**config.mk**
```make
export PLATFORM = sky130hd
export DESIGN_NAME = seq_mul_ctrl_flat
export DESIGN_NICKNAME = d
export VERILOG_FILES = /design/src/rtl/seq_mul_ctrl_if.sv /design/src/rtl/seq_mul_ctrl.sv /design/src/flat_wrapper.sv
export SDC_FILE = /design/constraint.sdc
export NUM_CORES = 1
export LEC_CHECK = 0
export CAP_MARGIN = 0
export CORE_MARGIN = 1.5
export CORE_UTILIZATION = 47
export DETAILED_ROUTE_END_ITERATION = 10
export PLACE_DENSITY = 0.87
export SLEW_MARGIN = 20
export SYNTH_ARGS = -nofsm -noshare
export SYNTH_HDL_FRONTEND = slang
export SYNTH_SLANG_ARGS = --single-unit
```
**constraint.sdc**
```tcl
create_clock -name clk -period 4.15 [get_ports clk]
set_input_delay 0.83 -clock clk [delete_from_list [all_inputs] [get_ports clk]]
set_output_delay 0.83 -clock clk [all_outputs]
set_load 0.01 [all_outputs]
```
**src/rtl/seq_mul_ctrl_if.sv**
```systemverilog
// Operand/result handshake bundle for the sequential multiplier controller.
// master = operand producer / product consumer, slave = the multiplier.
interface seq_mul_ctrl_if #(
  parameter int unsigned WIDTH = 32
);

  logic             in_valid;
  logic             in_ready;
  logic [WIDTH-1:0] op_a;
  logic [WIDTH-1:0] op_b;
  logic             out_valid;
  logic             out_ready;
  logic [WIDTH-1:0] product;

  modport master (
    output in_valid,
    output op_a,
    output op_b,
    output out_ready,
    input  in_ready,
    input  out_valid,
    input  product
  );

  modport slave (
    input  in_valid,
    input  op_a,
    input  op_b,
    input  out_ready,
    output in_ready,
    output out_valid,
    output product
  );

endinterface : seq_mul_ctrl_if

```
**src/rtl/seq_mul_ctrl.sv**
```systemverilog
// Shift-and-add multiplier controller driving an external WIDTH-bit adder.
// One partial product per cycle, fixed WIDTH-cycle latency, low WIDTH bits kept.
module seq_mul_ctrl #(
  parameter int unsigned WIDTH = 32
) (
  input  logic             clk,
  input  logic             rst_n,
  seq_mul_ctrl_if.slave    bus,
  output logic             busy,
  output logic [WIDTH-1:0] add_a,
  output logic [WIDTH-1:0] add_b,
  input  logic [WIDTH-1:0] add_sum
);

  localparam int unsigned CNT_W = $clog2(WIDTH) + 1;

  typedef enum logic [1:0] {
    IDLE = 2'd0,
    BUSY = 2'd1,
    DONE = 2'd2
  } state_t;

  state_t           state;
  state_t           state_nxt;

  logic [WIDTH-1:0] acc;
  logic [WIDTH-1:0] m;
  logic [WIDTH-1:0] q;
  logic [CNT_W-1:0] cnt;

  logic             accept;
  logic             last_step;
  logic             release_out;

  assign accept      = (state == IDLE) && bus.in_valid;
  assign last_step   = (state == BUSY) && (cnt == CNT_W'(WIDTH - 1));
  assign release_out = (state == DONE) && bus.out_ready;

  // State register
  always_ff @(posedge clk or negedge rst_n) begin
    if (!rst_n) begin
      state <= IDLE;
    end else begin
      state <= state_nxt;
    end
  end

  // Next-state logic; unused encoding falls back to IDLE
  always_comb begin
    state_nxt = IDLE;
    case (state)
      IDLE:    state_nxt = accept      ? BUSY : IDLE;
      BUSY:    state_nxt = last_step   ? DONE : BUSY;
      DONE:    state_nxt = release_out ? IDLE : DONE;
      default: state_nxt = IDLE;
    endcase
  end

  // Datapath: operand capture in IDLE, one shift-add step per BUSY cycle
  always_ff @(posedge clk or negedge rst_n) begin
    if (!rst_n) begin
      acc <= '0;
      m   <= '0;
      q   <= '0;
      cnt <= '0;
    end else begin
      case (state)
        IDLE: begin
          if (accept) begin
            acc <= '0;
            m   <= bus.op_a;
            q   <= bus.op_b;
            cnt <= '0;
          end
        end
        BUSY: begin
          acc <= add_sum;
          m   <= m << 1;
          q   <= q >> 1;
          cnt <= cnt + CNT_W'(1);
        end
        default: begin
          acc <= acc;
          m   <= m;
          q   <= q;
          cnt <= cnt;
        end
      endcase
    end
  end

  // Output decode; adder operands are forced to zero outside BUSY
  always_comb begin
    bus.in_ready  = 1'b0;
    bus.out_valid = 1'b0;
    bus.product   = acc;
    busy          = 1'b0;
    add_a         = '0;
    add_b         = '0;
    case (state)
      IDLE: begin
        bus.in_ready = rst_n;
      end
      BUSY: begin
        busy  = 1'b1;
        add_a = acc;
        add_b = q[0] ? m : '0;
      end
      DONE: begin
        bus.out_valid = 1'b1;
      end
      default: begin
        bus.in_ready = 1'b0;
      end
    endcase
  end

endmodule : seq_mul_ctrl

```
**src/flat_wrapper.sv**
```systemverilog
// flat-port wrapper written by rule: the top's interface ports become plain ports
module seq_mul_ctrl_flat 
#(
  parameter int unsigned WIDTH = 32
)
  (clk, rst_n, busy, add_a, add_b, add_sum, bus_in_valid, bus_op_a, bus_op_b, bus_out_ready, bus_in_ready, bus_out_valid, bus_product);
  seq_mul_ctrl_if #(.WIDTH(WIDTH)) bus_i ();
  input  logic clk;
  input  logic rst_n;
  output logic busy;
  output logic [WIDTH-1:0] add_a;
  output logic [WIDTH-1:0] add_b;
  input  logic [WIDTH-1:0] add_sum;
  input wire logic [$bits(bus_i.in_valid)-1:0] bus_in_valid;
  input wire logic [$bits(bus_i.op_a)-1:0] bus_op_a;
  input wire logic [$bits(bus_i.op_b)-1:0] bus_op_b;
  input wire logic [$bits(bus_i.out_ready)-1:0] bus_out_ready;
  output wire logic [$bits(bus_i.in_ready)-1:0] bus_in_ready;
  output wire logic [$bits(bus_i.out_valid)-1:0] bus_out_valid;
  output wire logic [$bits(bus_i.product)-1:0] bus_product;
  assign bus_i.in_valid = bus_in_valid;
  assign bus_i.op_a = bus_op_a;
  assign bus_i.op_b = bus_op_b;
  assign bus_i.out_ready = bus_out_ready;
  assign bus_in_ready = bus_i.in_ready;
  assign bus_out_valid = bus_i.out_valid;
  assign bus_product = bus_i.product;
  seq_mul_ctrl #(.WIDTH(WIDTH)) u_core (.clk(clk), .rst_n(rst_n), .bus(bus_i), .busy(busy), .add_a(add_a), .add_b(add_b), .add_sum(add_sum));
endmodule
```
==> flow_summary.toml, run 1 <==
[global_routing]
antenna_found_initial = 0
grt_max_degree = 118
grt_pass1_wl_um = 21500
grt_pass1_vias = 4296
gr-total-overflow = 0
grt_usage_pct = 24.4

[finish]
fillCellCount = 727
diodes = 0
drive_above_1_share_pct = 5.64
layout.nets = 805
syn_to_final_growth_pct = 45.7
design_area_um2 = 7020

[floorplanning]
rows = 36
die_h_um = 104
die_w_um = 104
num_io_pins = 199
core_um2 = 9860
initial_core_util_pct = 48.8
die-area_um2 = 10900

[route]
wl_per_cell_um = 15.9
vias_per_cell = 5.34
drc = 0
ant_nets = 0
vias = 4497
dr.pass1.iters = 4
drt_iter0_drc = 252
wl_um = 13400

[worst_setup_path]
path_buf_inv = 2
path_cells = "nand2b_2, inv_4, and3_1, clkdlybuf4s50_1"
cp_top_family = "buffers and inverters"
path_max_fanout = 117
cp_slowest_cell = "inv_4"
max_stage_delay_ns = 0.64
cp_data_required_time_ns = 3.32
critPathKind = "reg -> out"
cp-end-kind = "primary output"
startpoint_type = "register"
crit_arrival_ns = 2.55

[timing]
tns_ns = 0
slew_headroom_pct = 37.5
worst_hold_slack_ns = 0.403
timing.final.crit_share_pct = 81.5
final-max-slew-violation-count = 0
max_freq_ghz = 0.296
skew_ns = 0.00861
rsz0062_at_grt = "no"
worst_slew_pin_slew_ns = 0.937
setup_viol = 0
hold_violations = 0
min_period_ns = 3.38

[clock_network]
insertion_delay_ns = 0.36
numCtsBuffers = 9
cts_sinks = 104
htree_num_levels = 3
root_buffer = "clkbuf_8"
cts_tree = "yes"
post_cts_buffers = 0
cts_buffer_depth = 2
post_cts_resized = 0
clk_pin_slew_ns = 0.10
hold_buffers = 0

[yosys]
synth_xor_area_share_pct = 0.182
syn-instance-count = 533
synthMuxAreaShare_pct = 0
synth_top_family_by_area = "simple AND/OR/NAND/NOR gates"
syn_nets = 634
synth_simple_gate_area_share_pct = 30.2
syn-mean-instance-area_um2 = 9.03
yosys_warnings = 0
synth.ff_latch_count = 104
synth.yosys.seq_area_share_pct = 54.1
netlist_area_um2 = 4810
synth-compound-area-share_pct = 10.6
synth_adder_area_share_pct = 0.260
netlist-cell-type-count = 31

[flow_run]
maxCapViolCount = 0

[pwr]
ir_worst_vdd_mv = 0.381
p_seq_share_pct = 39.3
power_density_nw_per_um2 = 644
p_int_mw = 2.81
p_switching_mw = 1.71
pwr-share-comb_pct = 47.2
p_clk_share_pct = 13.5
swShare_pct = 37.8
power_leakage_nw = 3.18

[status]
status = "finished, final reports clean"

[placed_design]
placed_cell_area_um2 = 6820
place_hpwl_um = 9240
gp_congestion = 0.790
port_buffers = 198

[hold_path]
hold_class = "in -> async"
## power by group through the flow
stage / combinational [mW] / clock (mW) / sequential (mW)
after global routing: 2.33 / 0.671 / 1.83
after global placement: 2.07 / 0 / 1.76
after CTS: 2.15 / 0.630 / 1.77
after floorplan: 1.18 / 0 / 1.70
final: 2.13 / 0.610 / 1.77
after detailed placement: 2.14 / 0 / 1.78
## per-layer routing
metal | vias up | part of all wire [%] | GRT usage, %
met4 | 0 | 1.7 | 7.44
met3 | 17 | 4.9 | 4.76
li1 | 2161 | - | -
met2 | 144 | 53 | 43.0
met1 | 2175 | 41 | 30.4
met5 | - | 0 | 0
## cells by family after synthesis
| group | after synthesis |
|---|---|
| adder cells (fa/ha/maj) | 1 |
| buffers and inverters | 48 |
| flip-flops | 104 |
| AND/OR/NAND/NOR | 305 |
| AO/OA/AOI/OAI | 74 |
| XOR/XNOR | 1 |
## cells in the final DEF, fill, tap and decap left out, types with 2 or more instances in the layout
cell type | Yosys | layout
a22oi_1 | 31 | 31
and2_1 | 32 | 32
and3_1 | 32 | 32
buf_4 | 0 | 9
clkbuf_8 | 0 | 12
clkdlybuf4s50_1 | 0 | 197
clkinv_4 | 0 | 2
dfrtp_1 | 104 | 104
inv_6 | 0 | 2
nand2_1 | 136 | 136
nand3_1 | 28 | 28
nand3_2 | 9 | 9
nor2_1 | 31 | 31
nor3_1 | 32 | 32
o21ai_0 | 4 | 4
o22ai_1 | 31 | 31
## cell usage after synthesis (all sizes together)
master | instances | area, µm²
nand2 | 136 | 510
clkbuf | 17 | 63.8
nand2b | 1 | 6.26
o21bai | 1 | 7.51
and2 | 32 | 200
and3 | 32 | 200
nor2b | 1 | 6.26
a22o | 1 | 8.76
a21oi | 1 | 5.00
nor3b | 2 | 15.0
o21ai | 4 | 20.0
o31ai | 1 | 7.51
nor3 | 32 | 160
dfrtp | 104 | 2600
o22ai | 31 | 194
o211ai | 1 | 7.51
buf | 29 | 155
a22oi | 31 | 233
or3b | 1 | 8.76
o41ai | 1 | 8.76
inv | 2 | 7.50
ha | 1 | 12.5
xor2 | 1 | 8.76
nand3 | 37 | 230
o311ai | 1 | 8.76
o21ba | 1 | 10.0
nor2 | 31 | 116
## worst reg2reg max path, stage by stage, from the launching register on
cell and delay, ns:
dfrtp_1 0.44, nand2b_2 0.23, inv_4 0.64, buf_4 0.57, a21oi_1 0.13, o21ba_2 0.23
## worst paths after layout
check / from / to / slack, ns / depth (start not counted)
setup / recovery: u_core.state[1]$_DFF_PN0_ / add_b[26] / 0.77 / 4
hold / removal: rst_n / u_core.m[7]$_DFFE_PN0P_ / 0.40 / 1
setup reg to reg: u_core.state[1]$_DFF_PN0_ / u_core.cnt[2]$_DFFE_PN0P_ / 1.87 / 5
hold reg to reg: u_core.cnt[5]$_DFFE_PN0P_ / u_core.cnt[5]$_DFFE_PN0P_ / 0.50 / 1
max in group asynchronous: rst_n / u_core.bus.product[1]$_DFFE_PN0P_ / 2.51 / 2
min in group clk: u_core.cnt[5]$_DFFE_PN0P_ / u_core.cnt[5]$_DFFE_PN0P_ / 0.50 / 1
## metrics by stage
stage	power [mW]	worst slack, ns	utilization, %	std cells
6_report	4.52	0.767	71.1	842
3_5_place_dp	3.92	1.16	69.1	826
3_3_place_gp	3.83	1.22	69.1	826
2_1_floorplan	2.88	2.18	-	533
5_1_grt	4.83	0.578	71.1	842
4_1_cts	4.55	0.756	71.1	842
## cell type report
class | count | area, µm² | area share [%]
sequential | 104 | 2600 | 37.1
timing repair buffer | 206 | 2040 | 29.1
multi-input combinational | 381 | 2000 | 28.5
tap | 133 | 166 | 2.37
clock buffer | 12 | 165 | 2.35
clock inverter | 4 | 35.0 | 0.499
inverter | 2 | 10.0 | 0.143
## state kept, by name, summed over array words and instances, names as in the netlist
| name | cells |
|---|---|
| u_core.q | 32 |
| u_core.cnt | 6 |
| u_core.bus.product | 32 |
| u_core.state | 2 |
| u_core.m | 32 |
(Power assumes the default switching activity.)
==> run 2: changes to the inputs <==
--- a/config.mk
+++ b/config.mk
@@ -7,9 +7,9 @@
 export LEC_CHECK = 0
 export CAP_MARGIN = 0
 export CORE_MARGIN = 1.5
-export CORE_UTILIZATION = 47
+export CORE_UTILIZATION = 43
 export DETAILED_ROUTE_END_ITERATION = 10
-export PLACE_DENSITY = 0.87
+export PLACE_DENSITY = 0.8
 export SLEW_MARGIN = 20
 export SYNTH_ARGS = -nofsm -noshare
 export SYNTH_HDL_FRONTEND = slang
==> constraint.sdc (replaced) <==
create_clock -name clk -period 3.5 [get_ports clk]
set_input_delay 0.7 -clock clk [delete_from_list [all_inputs] [get_ports clk]]
set_output_delay 0.7 -clock clk [all_outputs]
set_load 0.01 [all_outputs]
==> flow_summary.toml, run 2 (synthesis gave the netlist of run 1 again) <==
[clock_network]
hold_buffers = 0
clk_pin_slew_ns = 0.09
cts_buffer_depth = 2
insertion_delay_ns = 0.36
cts_tree = "yes"
numCtsBuffers = 9
post_cts_buffers = 0
cts_sinks = 104
htree_num_levels = 3
post_cts_resized = 0
root_buffer = "clkbuf_8"

[timing]
max_freq_ghz = 0.322
final-max-slew-violation-count = 0
hold_violations = 0
worst_slew_pin_slew_ns = 0.833
setup_viol = 0
skew_ns = 0.0134
rsz0062_at_grt = "no"
slew_headroom_pct = 44.5
timing.final.crit_share_pct = 88.6
tns_ns = 0
min_period_ns = 3.10

[hold_path]
hold_class = "in -> async"

[worst_setup_path]
cp-end-kind = "primary output"
path_cells = "nand2b_2, inv_4, buf_4, and2_1, clkdlybuf4s50_1"
max_stage_delay_ns = 0.53
cp_slowest_cell = "clkdlybuf4s50_1"
path_max_fanout = 56
cp_top_family = "buffers and inverters"
path_buf_inv = 3
cp_data_required_time_ns = 2.80
crit_arrival_ns = 2.40
critPathKind = "reg -> out"
startpoint_type = "register"

[flow_run]
maxCapViolCount = 0

[finish]
final_cell_mix = "clkdlybuf4s50_1 (197), nand2_1 (136), dfrtp_1 (104)"
diodes = 0
finalNonFillerCells = 854
drive_above_1_share_pct = 6.16
syn_to_final_growth_pct = 47.6
final_common_cell = "clkdlybuf4s50_1"
layout.nets = 810
fillCellCount = 906
design_area_um2 = 7110

[route]
wl_um = 13400
dr.pass1.iters = 5
wl_per_cell_um = 15.6
ant_nets = 0
vias_per_cell = 5.34
vias = 4563
drc = 0
drt_iter0_drc = 359

[pwr]
finalPower_mw = 5.49
power_leakage_nw = 3.22
ir_worst_vdd_mv = 0.368
power_density_nw_per_um2 = 772

[floorplanning]
initial_core_util_pct = 44.2
die-area_um2 = 11800
rows = 38
core_um2 = 10900
die_w_um = 109
die_h_um = 109
num_io_pins = 199

[global_routing]
grt_pass1_vias = 4506
grt_usage_pct = 22.5
grt_pass1_wl_um = 21000
grt_max_degree = 75
antenna_found_initial = 0
gr-total-overflow = 0

[placed_design]
port_buffers = 198
place_hpwl_um = 9290
placed_cell_area_um2 = 6870
placed_cells = 838
gp_congestion = 0.804

[status]
status = "finished, final reports clean"
run 2: per-layer routing:
| metal | wire length, µm | global-route usage (%) | part of all wire, % |
|---|---|---|---|
| met1 | 5610 | 28.5 | 42 |
| met2 | 6640 | 37.9 | 50 |
| met3 | 601 | 2.99 | 4.5 |
| met4 | 505 | 11.0 | 3.8 |
| met5 | 0 | 0 | 0 |
run 2: report_power, final:
part / leakage, nW / internal, mW / switching (mW)
logic: 1.84 / 1.34 / 1.22
clock network: 0.113 / 0.444 / 0.391
registers: 1.27 / 1.69 / 0.401
run 2: stage by stage:
step           hold slack, ns  setup WS (ns)  utilization (%)
6_report                0.473          0.399             65.3
3_3_place_gp            0.454          0.837             63.1
3_5_place_dp            0.463          0.790             63.1
5_1_grt                 0.534          0.222             65.3
4_1_cts                 0.487          0.383             65.3
2_1_floorplan           0.404           1.68                -
run 2: path summary, 6_finish.rpt:
kind / from / to / slack [ns] / depth (start not counted)
setup / recovery: u_core.state[1]$_DFF_PN0_ / add_a[15] / 0.40 / 5
hold / removal: rst_n / u_core.q[0]$_DFFE_PN0P_ / 0.47 / 2
setup reg to reg: u_core.state[0]$_DFF_PN0_ / u_core.cnt[5]$_DFFE_PN0P_ / 1.57 / 4
hold reg to reg: u_core.m[31]$_DFFE_PN0P_ / u_core.m[31]$_DFFE_PN0P_ / 0.49 / 2
max in group asynchronous: rst_n / u_core.cnt[2]$_DFFE_PN0P_ / 1.94 / 3
min in group clk: u_core.m[31]$_DFFE_PN0P_ / u_core.m[31]$_DFFE_PN0P_ / 0.49 / 2
run 2: layout make-up:
class                           instances  area [µm²]  share of cell area [%]
Multi-Input combinational cell        381        2000                    28.1
Timing Repair Buffer                  211        2090                    29.4
Clock inverter                          4        76.3                    1.07
Inverter                                2        10.0                   0.141
Clock buffer                           12         155                    2.18
Sequential cell                       104        2600                    36.6
Tap cell                              140         175                    2.47
